===== src/rtl/cu_pkg.sv =====
// Shared opcodes, strobe encodings, FSM states and decoded control bundle for
// the cu_seq sequencer. The CU_LOOP_EN macro enables the hardware-loop opcodes.
package cu_pkg;

  localparam int unsigned OPC_W = 4;

  localparam logic [3:0] OPC_ADD    = 4'b0000;
  localparam logic [3:0] OPC_SUB    = 4'b0001;
  localparam logic [3:0] OPC_MUL    = 4'b0010;
  localparam logic [3:0] OPC_MEMW   = 4'b0011;
  localparam logic [3:0] OPC_MEMSEL = 4'b0100;
  localparam logic [3:0] OPC_SIG    = 4'b0101;
  localparam logic [3:0] OPC_RELU   = 4'b0110;
  localparam logic [3:0] OPC_DSIG   = 4'b0111;
  localparam logic [3:0] OPC_LOOP   = 4'b1000;
  localparam logic [3:0] OPC_DJNZ   = 4'b1001;
  localparam logic [3:0] OPC_HALT   = 4'b1110;
  localparam logic [3:0] OPC_NOP    = 4'b1111;

  localparam logic [1:0] OPSEL_ADD = 2'b00;
  localparam logic [1:0] OPSEL_SUB = 2'b01;
  localparam logic [1:0] OPSEL_MUL = 2'b10;

  localparam logic [1:0] DEST_NONE = 2'b00;
  localparam logic [1:0] DEST_SIG  = 2'b01;
  localparam logic [1:0] DEST_RELU = 2'b10;
  localparam logic [1:0] DEST_DSIG = 2'b11;

  typedef enum logic [1:0] {
    ST_IDLE  = 2'd0,
    ST_FETCH = 2'd1,
    ST_EXEC  = 2'd2,
    ST_WAIT  = 2'd3
  } state_t;

  typedef struct packed {
    logic       en_alu;
    logic [1:0] op_sel;
    logic       en_write_mem;
    logic       en_sel_mem;
    logic [1:0] dest_control;
    logic       is_alu;
    logic       is_halt;
    logic       illegal;
  } ctrl_t;

endpackage


===== src/rtl/cu_decode.sv =====
// Combinational opcode decoder: opcode -> control bundle. LOOP/DJNZ decode as
// illegal unless CU_LOOP_EN is defined.
module cu_decode
  import cu_pkg::*;
#(
  parameter int unsigned OP_WIDTH = 4
) (
  input  logic [OP_WIDTH-1:0] opcode,
  output ctrl_t               ctrl
);

  logic       hi_zero;
  logic [3:0] opc;

  // Any set bit above the 4-bit opcode space makes the instruction illegal.
  assign hi_zero = (opcode >> 4) == '0;
  assign opc     = opcode[3:0];

  always_comb begin
    ctrl = '0;
    if (!hi_zero) begin
      ctrl.illegal = 1'b1;
    end else begin
      case (opc)
        OPC_ADD: begin
          ctrl.en_alu = 1'b1;
          ctrl.is_alu = 1'b1;
          ctrl.op_sel = OPSEL_ADD;
        end
        OPC_SUB: begin
          ctrl.en_alu = 1'b1;
          ctrl.is_alu = 1'b1;
          ctrl.op_sel = OPSEL_SUB;
        end
        OPC_MUL: begin
          ctrl.en_alu = 1'b1;
          ctrl.is_alu = 1'b1;
          ctrl.op_sel = OPSEL_MUL;
        end
        OPC_MEMW:   ctrl.en_write_mem = 1'b1;
        OPC_MEMSEL: ctrl.en_sel_mem   = 1'b1;
        OPC_SIG:    ctrl.dest_control = DEST_SIG;
        OPC_RELU:   ctrl.dest_control = DEST_RELU;
        OPC_DSIG:   ctrl.dest_control = DEST_DSIG;
        OPC_LOOP, OPC_DJNZ: begin
`ifdef CU_LOOP_EN
          ctrl.illegal = 1'b0;
`else
          ctrl.illegal = 1'b1;
`endif
        end
        OPC_HALT: ctrl.is_halt = 1'b1;
        OPC_NOP:  ctrl.illegal = 1'b0;
        default:  ctrl.illegal = 1'b1;
      endcase
    end
  end

endmodule


===== src/rtl/cu_seq.sv =====
// Autoencoder sequencing control unit: fetch/decode/issue FSM with ALU done
// handshake, HALT, sticky illegal-opcode flag and optional CU_LOOP_EN loops.
module cu_seq
  import cu_pkg::*;
#(
  parameter int unsigned OP_WIDTH   = 4,
  parameter int unsigned PC_WIDTH   = 8,
  parameter int unsigned LOOP_WIDTH = 8
) (
  input  logic                         clk,
  input  logic                         rst_n,
  input  logic                         start,
  output logic [PC_WIDTH-1:0]          instr_addr,
  input  logic [OP_WIDTH+PC_WIDTH-1:0] instr_data,
  input  logic                         alu_done,
  output logic                         en_alu,
  output logic                         en_writeMem,
  output logic                         en_selMem,
  output logic [1:0]                   op_sel,
  output logic [1:0]                   dest_control,
  output logic                         busy,
  output logic                         done,
  output logic                         err
);

  state_t              state_q, state_d;
  logic [PC_WIDTH-1:0] pc_q, pc_d, pc_inc;
  logic [OP_WIDTH-1:0] opcode;
  ctrl_t               ctrl;

  logic       en_alu_d, en_wm_d, en_sm_d, busy_d, done_d, err_d;
  logic [1:0] op_sel_d, dest_d;

  assign opcode     = instr_data[OP_WIDTH+PC_WIDTH-1 -: OP_WIDTH];
  assign pc_inc     = pc_q + PC_WIDTH'(1);
  assign instr_addr = pc_q;

  cu_decode #(.OP_WIDTH(OP_WIDTH)) u_decode (
    .opcode (opcode),
    .ctrl   (ctrl)
  );

`ifdef CU_LOOP_EN
  logic [PC_WIDTH-1:0]   operand;
  logic [LOOP_WIDTH-1:0] loop_q, loop_d;
  assign operand = instr_data[PC_WIDTH-1:0];
`else
  logic unused_operand;
  assign unused_operand = ^instr_data[PC_WIDTH-1:0];
`endif

  // Next-state, next-pc and next-output logic.
  always_comb begin
    state_d  = state_q;
    pc_d     = pc_q;
    busy_d   = busy;
    err_d    = err;
    done_d   = 1'b0;
    en_alu_d = 1'b0;
    en_wm_d  = 1'b0;
    en_sm_d  = 1'b0;
    op_sel_d = OPSEL_ADD;
    dest_d   = DEST_NONE;
`ifdef CU_LOOP_EN
    loop_d   = loop_q;
`endif
    case (state_q)
      ST_IDLE: begin
        if (start) begin
          state_d = ST_FETCH;
          pc_d    = '0;
          err_d   = 1'b0;
          busy_d  = 1'b1;
`ifdef CU_LOOP_EN
          loop_d  = '0;
`endif
        end
      end
      ST_FETCH: state_d = ST_EXEC;
      ST_EXEC: begin
        en_alu_d = ctrl.en_alu;
        op_sel_d = ctrl.op_sel;
        en_wm_d  = ctrl.en_write_mem;
        en_sm_d  = ctrl.en_sel_mem;
        dest_d   = ctrl.dest_control;
        if (ctrl.illegal) err_d = 1'b1;
        if (ctrl.is_halt) begin
          state_d = ST_IDLE;
          busy_d  = 1'b0;
          done_d  = 1'b1;
        end else if (ctrl.is_alu) begin
          state_d = ST_WAIT;
        end else begin
          state_d = ST_FETCH;
          pc_d    = pc_inc;
`ifdef CU_LOOP_EN
          // DJNZ branches only while the decremented count stays nonzero.
          if (opcode == OP_WIDTH'(OPC_LOOP)) begin
            loop_d = LOOP_WIDTH'(operand);
          end else if (opcode == OP_WIDTH'(OPC_DJNZ) && loop_q != '0) begin
            loop_d = loop_q - LOOP_WIDTH'(1);
            if (loop_q != LOOP_WIDTH'(1)) pc_d = operand;
          end
`endif
        end
      end
      ST_WAIT: begin
        if (alu_done) begin
          state_d = ST_FETCH;
          pc_d    = pc_inc;
        end
      end
      default: state_d = ST_IDLE;
    endcase
  end

  // State, pc, loop counter and registered outputs.
  always_ff @(posedge clk or negedge rst_n) begin
    if (!rst_n) begin
      state_q      <= ST_IDLE;
      pc_q         <= '0;
      busy         <= 1'b0;
      done         <= 1'b0;
      err          <= 1'b0;
      en_alu       <= 1'b0;
      en_writeMem  <= 1'b0;
      en_selMem    <= 1'b0;
      op_sel       <= 2'b00;
      dest_control <= 2'b00;
`ifdef CU_LOOP_EN
      loop_q       <= '0;
`endif
    end else begin
      state_q      <= state_d;
      pc_q         <= pc_d;
      busy         <= busy_d;
      done         <= done_d;
      err          <= err_d;
      en_alu       <= en_alu_d;
      en_writeMem  <= en_wm_d;
      en_selMem    <= en_sm_d;
      op_sel       <= op_sel_d;
      dest_control <= dest_d;
`ifdef CU_LOOP_EN
      loop_q       <= loop_d;
`endif
    end
  end

endmodule

===== config.mk =====
export PLATFORM = sky130hd
export DESIGN_NAME = cu_seq
export DESIGN_NICKNAME = d
export VERILOG_FILES = /design/src/rtl/cu_pkg.sv /design/src/rtl/cu_decode.sv /design/src/rtl/cu_seq.sv
export SDC_FILE = /design/constraint.sdc
export NUM_CORES = 1
export LEC_CHECK = 0
export CORE_ASPECT_RATIO = 0.9
export CORE_MARGIN = 1.5
export CORE_UTILIZATION = 40
export DETAILED_ROUTE_END_ITERATION = 8
export HOLD_SLACK_MARGIN = 0.06
export PLACE_DENSITY = 0.76
export SYNTH_ARGS = -nofsm -noshare
export SYNTH_HDL_FRONTEND = slang
export SYNTH_SLANG_ARGS = --single-unit

===== constraint.sdc =====
create_clock -name clk -period 2.3 [get_ports clk]
set_clock_uncertainty 0.1 [all_clocks]
set_input_delay 0.46 -clock clk [delete_from_list [all_inputs] [get_ports clk]]
set_output_delay 0.46 -clock clk [all_outputs]
set_load 0.01 [all_outputs]

# --- Word-level counts from Yosys, hierarchy flattened ---
# Cells that the tools add are included.
# W data, S select, Z words.
classes:
  n_reduce_logical: 10
  n_addsub: 1
  muxes: 29
  eq_ne: 18
op_table:
  columns: ["operator", "n"]
  rows:
  - ["$mux W8", 4]
  - ["$pmux W8 S3", 1]
  - ["$eq A4 B3 Y1 const B", 4]
  - ["$mux W1", 13]
  - ["$mux W2", 6]
  - ["$ne A2 B2 Y1 const B", 6]
  - ["$reduce_or A10 Y1", 1]
  - ["$pmux W3 S3", 1]
  - ["$add A8 B1 Y8 const B", 1]
  - ["$eq A4 B2 Y1 const B", 2]
  - ["$eq A4 B4 Y1 const B", 2]
  - ["$pmux W2 S4", 1]
  - ["$pmux W2 S3", 1]
  - ["$reduce_and A3 Y1", 2]
  - ["$reduce_and A5 Y1", 1]
  - ["$eq A2 B2 Y1 const B", 2]
  - ["$eq A4 B1 Y1 const B", 1]
  - ["$logic_not A4 Y1", 1]
  - ["$pmux W1 S2", 2]
  - ["$reduce_bool A3 Y1", 1]
  - ["$reduce_or A3 Y1", 1]
  - ["$eq A2 B1 Y1 const B", 1]
  - ["$logic_not A2 Y1", 1]
  - ["$reduce_and A2 Y1", 1]
  - ["$reduce_bool A2 Y1", 1]
totals:
  output_inout_bits: 18
  inputBits: 16
  register_bits: 20

# --- Logic depth before layout (Yosys ltp) ---
logic_depth:
  word_depth: 6
  mapped_depth: 9
  mapped_depth_nobuf: 6

# --- Cells and area by module ---
# Synthesis repeated with hierarchy kept, for this count alone.
hier_totals:
  hier_cells: 101
  hier_area_um2: 1042.2
by_module_without_submodules:
  columns: ["module", "instances", "cells_each", "area_per_inst_um2"]
  rows:
  - ["cu_seq", 1, 91, 950.9]
  - ["cu_decode", 1, 10, 91.3]

# --- Worst setup path after synthesis ---
# Ideal clock, no wire load.
synth_timing:
  path_kind: "reg2reg"
  start: "register state_q[0]"
  end: "register pc_q[4] (netlist: instr_addr[4])"
  period_less_slack_ps: 2264
  setup_ps: 95
  t_arrival_ps: 2069
  setup_slack_ps: 36
  n_path_buf: 3
  path_stages_with_launch: 10
  path_cell_list: "dfrtp_1 > inv_1 > ha_1 > clkbuf_1 > o31ai_1 > o32a_1 > buf_6 > or3_4 > buf_6 > o31ai_1"
synth_between:
  elab_chain_len: 3
  word_cells_on_any_way: 10
  cone_classes: "eq/ne (6); mux (1); reduce/logical (3)"
synth_rtl:
  columns: ["item", "line", "source"]
  rows:
  - ["start: declaration", "cu_seq.sv:26", "state_t state_q, state_d;"]
  - ["start signal: assignment", "cu_seq.sv:134", "state_q <= state_d;"]
  - ["$eq A2 B2 Y1 or $logic_not A2 Y1 (tied branches)", "cu_seq.sv:67", "case (state_q)"]
  - ["$ne A2 B2 Y1 (no line) or $reduce_bool A3 Y1 (tied branches)", null, null]
  - ["$reduce_and A5 Y1 (no line)", null, null]
  - ["end signal: assignment", "cu_seq.sv:135", "pc_q <= pc_d;"]
  - ["end: declaration", "cu_seq.sv:27", "logic [PC_WIDTH-1:0] pc_q, pc_d, pc_inc;"]
# Parallel ways exist; a longest one is shown, timed or not.
# A chain may end at the register's enable or synchronous reset.

# --- Worst setup path in the final report ---
layout_timing:
  start: "input instr_data[11]"
  end: "register pc_q[5] (netlist: instr_addr[5])"
layout_between:
  elab_chain_len: 5
  word_cells_on_any_way: 10
  cone_classes: "eq/ne (5); mux (2); reduce/logical (3)"
layout_rtl:
  columns: ["item", "line", "source"]
  rows:
  - ["start: declaration", "cu_seq.sv:14", "input logic [OP_WIDTH+PC_WIDTH-1:0] instr_data,"]
  - ["$eq A4 B1 Y1 (tied with other cells)", "cu_decode.sv:24", "case (opc)"]
  - ["$reduce_or A3 Y1 (no line)", null, null]
  - ["$mux W1", "cu_decode.sv:24", null]
  - ["$ne A2 B2 Y1 (no line)", null, null]
  - ["$reduce_and A5 Y1 (no line) *", null, null]
# Every way passes the cells marked *; elsewhere a longest branch is shown, timed or not.

==> impl_results.html <==
<table>
<tr><th>Metric</th><th>Value</th></tr>
<tr><th colspan="2">Power and ir drop</th></tr>
<tr><td>Portion of total power attributed to the clock network</td><td>24.6%</td></tr>
<tr><td>Switch share</td><td>about 34%</td></tr>
<tr><td>Static Leak</td><td>0.617 nW</td></tr>
<tr><td>Relative contribution of sequential cells to total power</td><td>a little under two fifths</td></tr>
<tr><td>Maximum resistive drop on vdd</td><td>between 0.0005 and 0.0006 V</td></tr>
<tr><td>Net switching power figure</td><td>0.000391 W</td></tr>
<tr><td>Internal power summed over all cells</td><td>approximately 0.00075 W</td></tr>
<tr><td>Part of the power in combinational logic</td><td>between 30 and 40%</td></tr>
<tr><td>Power density over the cells</td><td>between 800 and 900 nW/um^2</td></tr>
<tr><th colspan="2">Timing</th></tr>
<tr><td>Setup ws final</td><td>between 0.1 and 0.15 ns</td></tr>
<tr><td>Headroom to the max-slew limit</td><td>~72%</td></tr>
<tr><td>Final critical delay including setup and external delays</td><td>roughly 2.2 ns</td></tr>
<tr><td>Count of pins over their slew limit</td><td>0</td></tr>
<tr><td>RSZ-0062 raised after global routing</td><td>false</td></tr>
<tr><td>Maximum clock rate</td><td>~460 MHz</td></tr>
<tr><td>Setup tns final</td><td>0 ns</td></tr>
<tr><td>Slew at the pin with the worst max-slew slack</td><td>roughly 0.42 ns</td></tr>
<tr><td>Post-route clock period utilization</td><td>around 94%</td></tr>
<tr><td>Setup violators final</td><td>0</td></tr>
<tr><td>Worst Hold Slack</td><td>around 0.38 ns</td></tr>
<tr><td>Final Hold Viols</td><td>0</td></tr>
<tr><th colspan="2">Floorplan</th></tr>
<tr><td>Die width</td><td>about 56 microns</td></tr>
<tr><td>Vertical die dimension</td><td>50.5 microns</td></tr>
<tr><td>Cell row count</td><td>17</td></tr>
<tr><td>Starting utilization of the core area</td><td>between 40% and 50%</td></tr>
<tr><td>I/O pin count</td><td>34</td></tr>
<tr><td>Area of the die</td><td>2820 sq um</td></tr>
<tr><td>Floorplan core area</td><td>2420 sq um</td></tr>
<tr><th colspan="2">Drt</th></tr>
<tr><td>Avg Vias per Cell</td><td>about 5.4</td></tr>
<tr><td>Number of iterations in the first detailed-routing pass</td><td>4</td></tr>
<tr><td>Number of violations reported at the end of detailed-routing iteration 0</td><td>12</td></tr>
<tr><td>Wirelength per Cell</td><td>approximately 13 microns</td></tr>
<tr><td>Routed wire length</td><td>2130 microns</td></tr>
<tr><td>Via total after detailed routing</td><td>874</td></tr>
<tr><td>Number of remaining DRC errors</td><td>0</td></tr>
<tr><td>Post-detailed-route count of antenna-violating nets</td><td>0</td></tr>
<tr><th colspan="2">Critical path</th></tr>
<tr><td>Crit Path Max Fanout</td><td>7</td></tr>
<tr><td>Class of the most critical setup path</td><td>in -&gt; reg</td></tr>
<tr><td>Data required time of the worst path</td><td>between 2 and 2.5 ns</td></tr>
<tr><td>Startpoint Class</td><td>input pin</td></tr>
<tr><td>Crit end category</td><td>flip-flop</td></tr>
<tr><td>Data arrival time of the critical path</td><td>about 2.3 ns</td></tr>
<tr><th colspan="2">CTS</th></tr>
<tr><td>Clock transition at the registers of the reported paths</td><td>approximately 0.12 ns</td></tr>
<tr><td>Max H-tree Level</td><td>1</td></tr>
<tr><td>Number of setup buffers added after CTS</td><td>0</td></tr>
<tr><td>Inserted Clock Buffers</td><td>3</td></tr>
<tr><td>TritonCTS clock tree</td><td>yes</td></tr>
<tr><td>Maximum clock path buffer count</td><td>2</td></tr>
<tr><td>Hold-fix buffers at CTS</td><td>0</td></tr>
<tr><td>CTS-repair resized insts</td><td>0</td></tr>
<tr><td>Clock latency at the later pin of the worst-skew pair</td><td>approximately 0.3 ns</td></tr>
<tr><td>Buffer type at the clock tree root</td><td>sky130_fd_sc_hd__clkbuf_4</td></tr>
<tr><td>Clock sink count</td><td>20</td></tr>
<tr><th colspan="2">Yosys</th></tr>
<tr><td>Net count after synthesis</td><td>121</td></tr>
<tr><td>Top cell type's share of synthesized area</td><td>49.9%</td></tr>
<tr><td>Count of flip-flops with a built-in enable after synthesis</td><td>0</td></tr>
<tr><td>Dominant register cell in the synthesized netlist</td><td>sky130_fd_sc_hd__dfrtp_1</td></tr>
<tr><td>Most instantiated library cell after synthesis</td><td>sky130_fd_sc_hd__dfrtp_1</td></tr>
<tr><td>Average size of a mapped cell</td><td>roughly 10 sq um</td></tr>
<tr><td>Cell type contributing the most total cell area after synthesis</td><td>sky130_fd_sc_hd__dfrtp_1</td></tr>
<tr><td>Most used standard cells in the synthesized netlist</td><td>sky130_fd_sc_hd__dfrtp_1 (20), sky130_fd_sc_hd__o31ai_1 (14), sky130_fd_sc_hd__nand2_1 (8), sky130_fd_sc_hd__nor3_1 (6)</td></tr>
<tr><td>Cell area after synthesis</td><td>between 1000 and 1500 sq um</td></tr>
<tr><td>Instance count of the mapped netlist</td><td>100</td></tr>
<tr><td>Post-synth cell types</td><td>26</td></tr>
<tr><td>YS warnings</td><td>0</td></tr>
<tr><td>Biggest area contributors in the synthesized netlist</td><td>sky130_fd_sc_hd__dfrtp_1 (50%), sky130_fd_sc_hd__o31ai_1 (10%), sky130_fd_sc_hd__ha_1 (6.2%), sky130_fd_sc_hd__nor3_1 (3.0%), sky130_fd_sc_hd__nand2_1 (3.0%)</td></tr>
<tr><td>Ys async rst share</td><td>100%</td></tr>
<tr><td>Share of the yosys chip area belonging to registers</td><td>49.9%</td></tr>
<tr><td>Post-synthesis sequential element count</td><td>20</td></tr>
<tr><th colspan="2">Global route</th></tr>
<tr><td>Grt ovf</td><td>0</td></tr>
<tr><td>Vias in the first global route</td><td>860</td></tr>
<tr><td>Largest net degree at the start of global routing</td><td>21</td></tr>
<tr><td>Global-route wire length before repair</td><td>~3800 microns</td></tr>
<tr><td>GRT Total Usage</td><td>between 15 and 20%</td></tr>
<tr><td>Number of antenna violations at the first check in global routing</td><td>0</td></tr>
<tr><th colspan="2">Hold path</th></tr>
<tr><td>Min-delay worst type</td><td>in -&gt; async</td></tr>
<tr><th colspan="2">Layout</th></tr>
<tr><td>Layout cell share with drive strength beyond 1</td><td>between 10 and 15%</td></tr>
<tr><td># diodes</td><td>0</td></tr>
<tr><td>Layout area overhead</td><td>37.4%</td></tr>
<tr><td>Layout net count</td><td>156</td></tr>
<tr><th colspan="2">Status</th></tr>
<tr><td>Status</td><td>complete, no violations</td></tr>
<tr><th colspan="2">Place</th></tr>
<tr><td>Number of input and output port buffers inserted</td><td>25</td></tr>
<tr><td>Worst Setup Slack post-DPL</td><td>-0.165 ns</td></tr>
<tr><td>Global placement routability congestion</td><td>0.751</td></tr>
<tr><td>Estimated wirelength of the detail-placed design</td><td>approximately 1600 microns</td></tr>
<tr><th colspan="2">Flow run</th></tr>
<tr><td>Count of max-cap constraint violations</td><td>0</td></tr>
</table>
==> per-layer routing <==
layer / GRT usage [%] / routed length (microns) / up-vias
li1: - / - / 433
met1: 21.9 / 1000 / 414
met2: 29.6 / 1020 / 25
met3: 3.87 / 90 / 2
met4: 4.88 / 11 / 0
met5: 0 / 0 / -
==> worst max-delay path, stage by stage <==
cell and delay (ns):
sky130_fd_sc_hd__clkdlybuf4s50_1 0.48, sky130_fd_sc_hd__and4b_1 0.24, sky130_fd_sc_hd__o32a_1 0.38, sky130_fd_sc_hd__or3_4 0.44
sky130_fd_sc_hd__o31ai_1 0.27
==> logic make-up (layout without fill, tap and decap cells) <==
| family | after synthesis | count (layout) | share of synthesized area [%] |
|---|---|---|---|
| simple gates | 35 | 35 | 19.0 |
| compound gates | 31 | 31 | 20.1 |
| flops | 20 | 20 | 49.9 |
| buf+inv | 9 | 43 | 4.86 |
| fa+ha+maj | 5 | 5 | 6.23 |
==> power by group through the flow <==
stage / clock (W) / combinational (W) / sequential (W)
2_1_floorplan: 0 / 0.000301 / 0.000439
3_5_place_dp: 0 / 0.000431 / 0.000440
3_3_place_gp: 0 / 0.000421 / 0.000437
6_report: 0.000281 / 0.000430 / 0.000434
4_1_cts: 0.000286 / 0.000435 / 0.000433
5_1_grt: 0.000307 / 0.000490 / 0.000440
==> cell type report <==
class,instances,area (sq um)
Sequential cell,20,500
Tap cell,28,35.0
Clock buffer,3,22.5
Fill cell,253,1050
Timing Repair Buffer,34,318
Clock inverter,1,30.0
Inverter,5,18.8
Multi-Input combinational cell,71,454
==> sequential cells by signal (all words and copies together) (netlist names) <==
| signal | flops |
|---|---|
| dest_control | 2 |
| instr_addr | 8 |
| op_sel | 2 |
| err | 1 |
| en_alu | 1 |
| en_selMem | 1 |
| busy | 1 |
| en_writeMem | 1 |
| done | 1 |
| state_q | 2 |
==> cell usage in the layout (no fill, tap or decap), types with 2 or more instances in the layout <==
master                            synthesis  routed
sky130_fd_sc_hd__nand2b_1                 2       2
sky130_fd_sc_hd__inv_1                    5       5
sky130_fd_sc_hd__nor2_1                   5       5
sky130_fd_sc_hd__o21ai_0                  5       5
sky130_fd_sc_hd__dfrtp_1                 20      20
sky130_fd_sc_hd__nand3_1                  3       3
sky130_fd_sc_hd__ha_1                     5       5
sky130_fd_sc_hd__o21ai_1                  3       3
sky130_fd_sc_hd__buf_4                    0       9
sky130_fd_sc_hd__a21oi_1                  5       5
sky130_fd_sc_hd__clkdlybuf4s50_1          0      25
sky130_fd_sc_hd__nand2_1                  8       8
sky130_fd_sc_hd__a31oi_1                  2       2
sky130_fd_sc_hd__o31ai_1                 14      14
sky130_fd_sc_hd__clkbuf_4                 0       3
sky130_fd_sc_hd__nor3_1                   6       6
sky130_fd_sc_hd__and3_1                   3       3
==> final timing paths <==
path                       slack, ns  cells past startpoint       endpoint            from
hold reg to reg                 0.40                      1  instr_addr[7]   instr_addr[7]
hold / removal                  0.38                      2  instr_addr[4]           rst_n
setup / recovery                0.13                      5  instr_addr[5]  instr_data[11]
min in group clk                0.40                      1  instr_addr[7]   instr_addr[7]
setup reg to reg                0.31                      6  instr_addr[5]      state_q[0]
max in group asynchronous       1.51                      2  instr_addr[1]           rst_n
==> metrics by stage <==
stage,std cells,total power (W),cell area [sq um],utilization (%)
6_report,162,0.00114,1380,56.9
5_1_grt,162,0.00124,1380,56.9
4_1_cts,162,0.00115,1380,56.9
3_5_place_dp,158,0.000871,1330,54.7
3_3_place_gp,158,0.000857,1330,54.7
2_1_floorplan,100,0.000740,1000,-
Power figures use the tool's default switching activity.
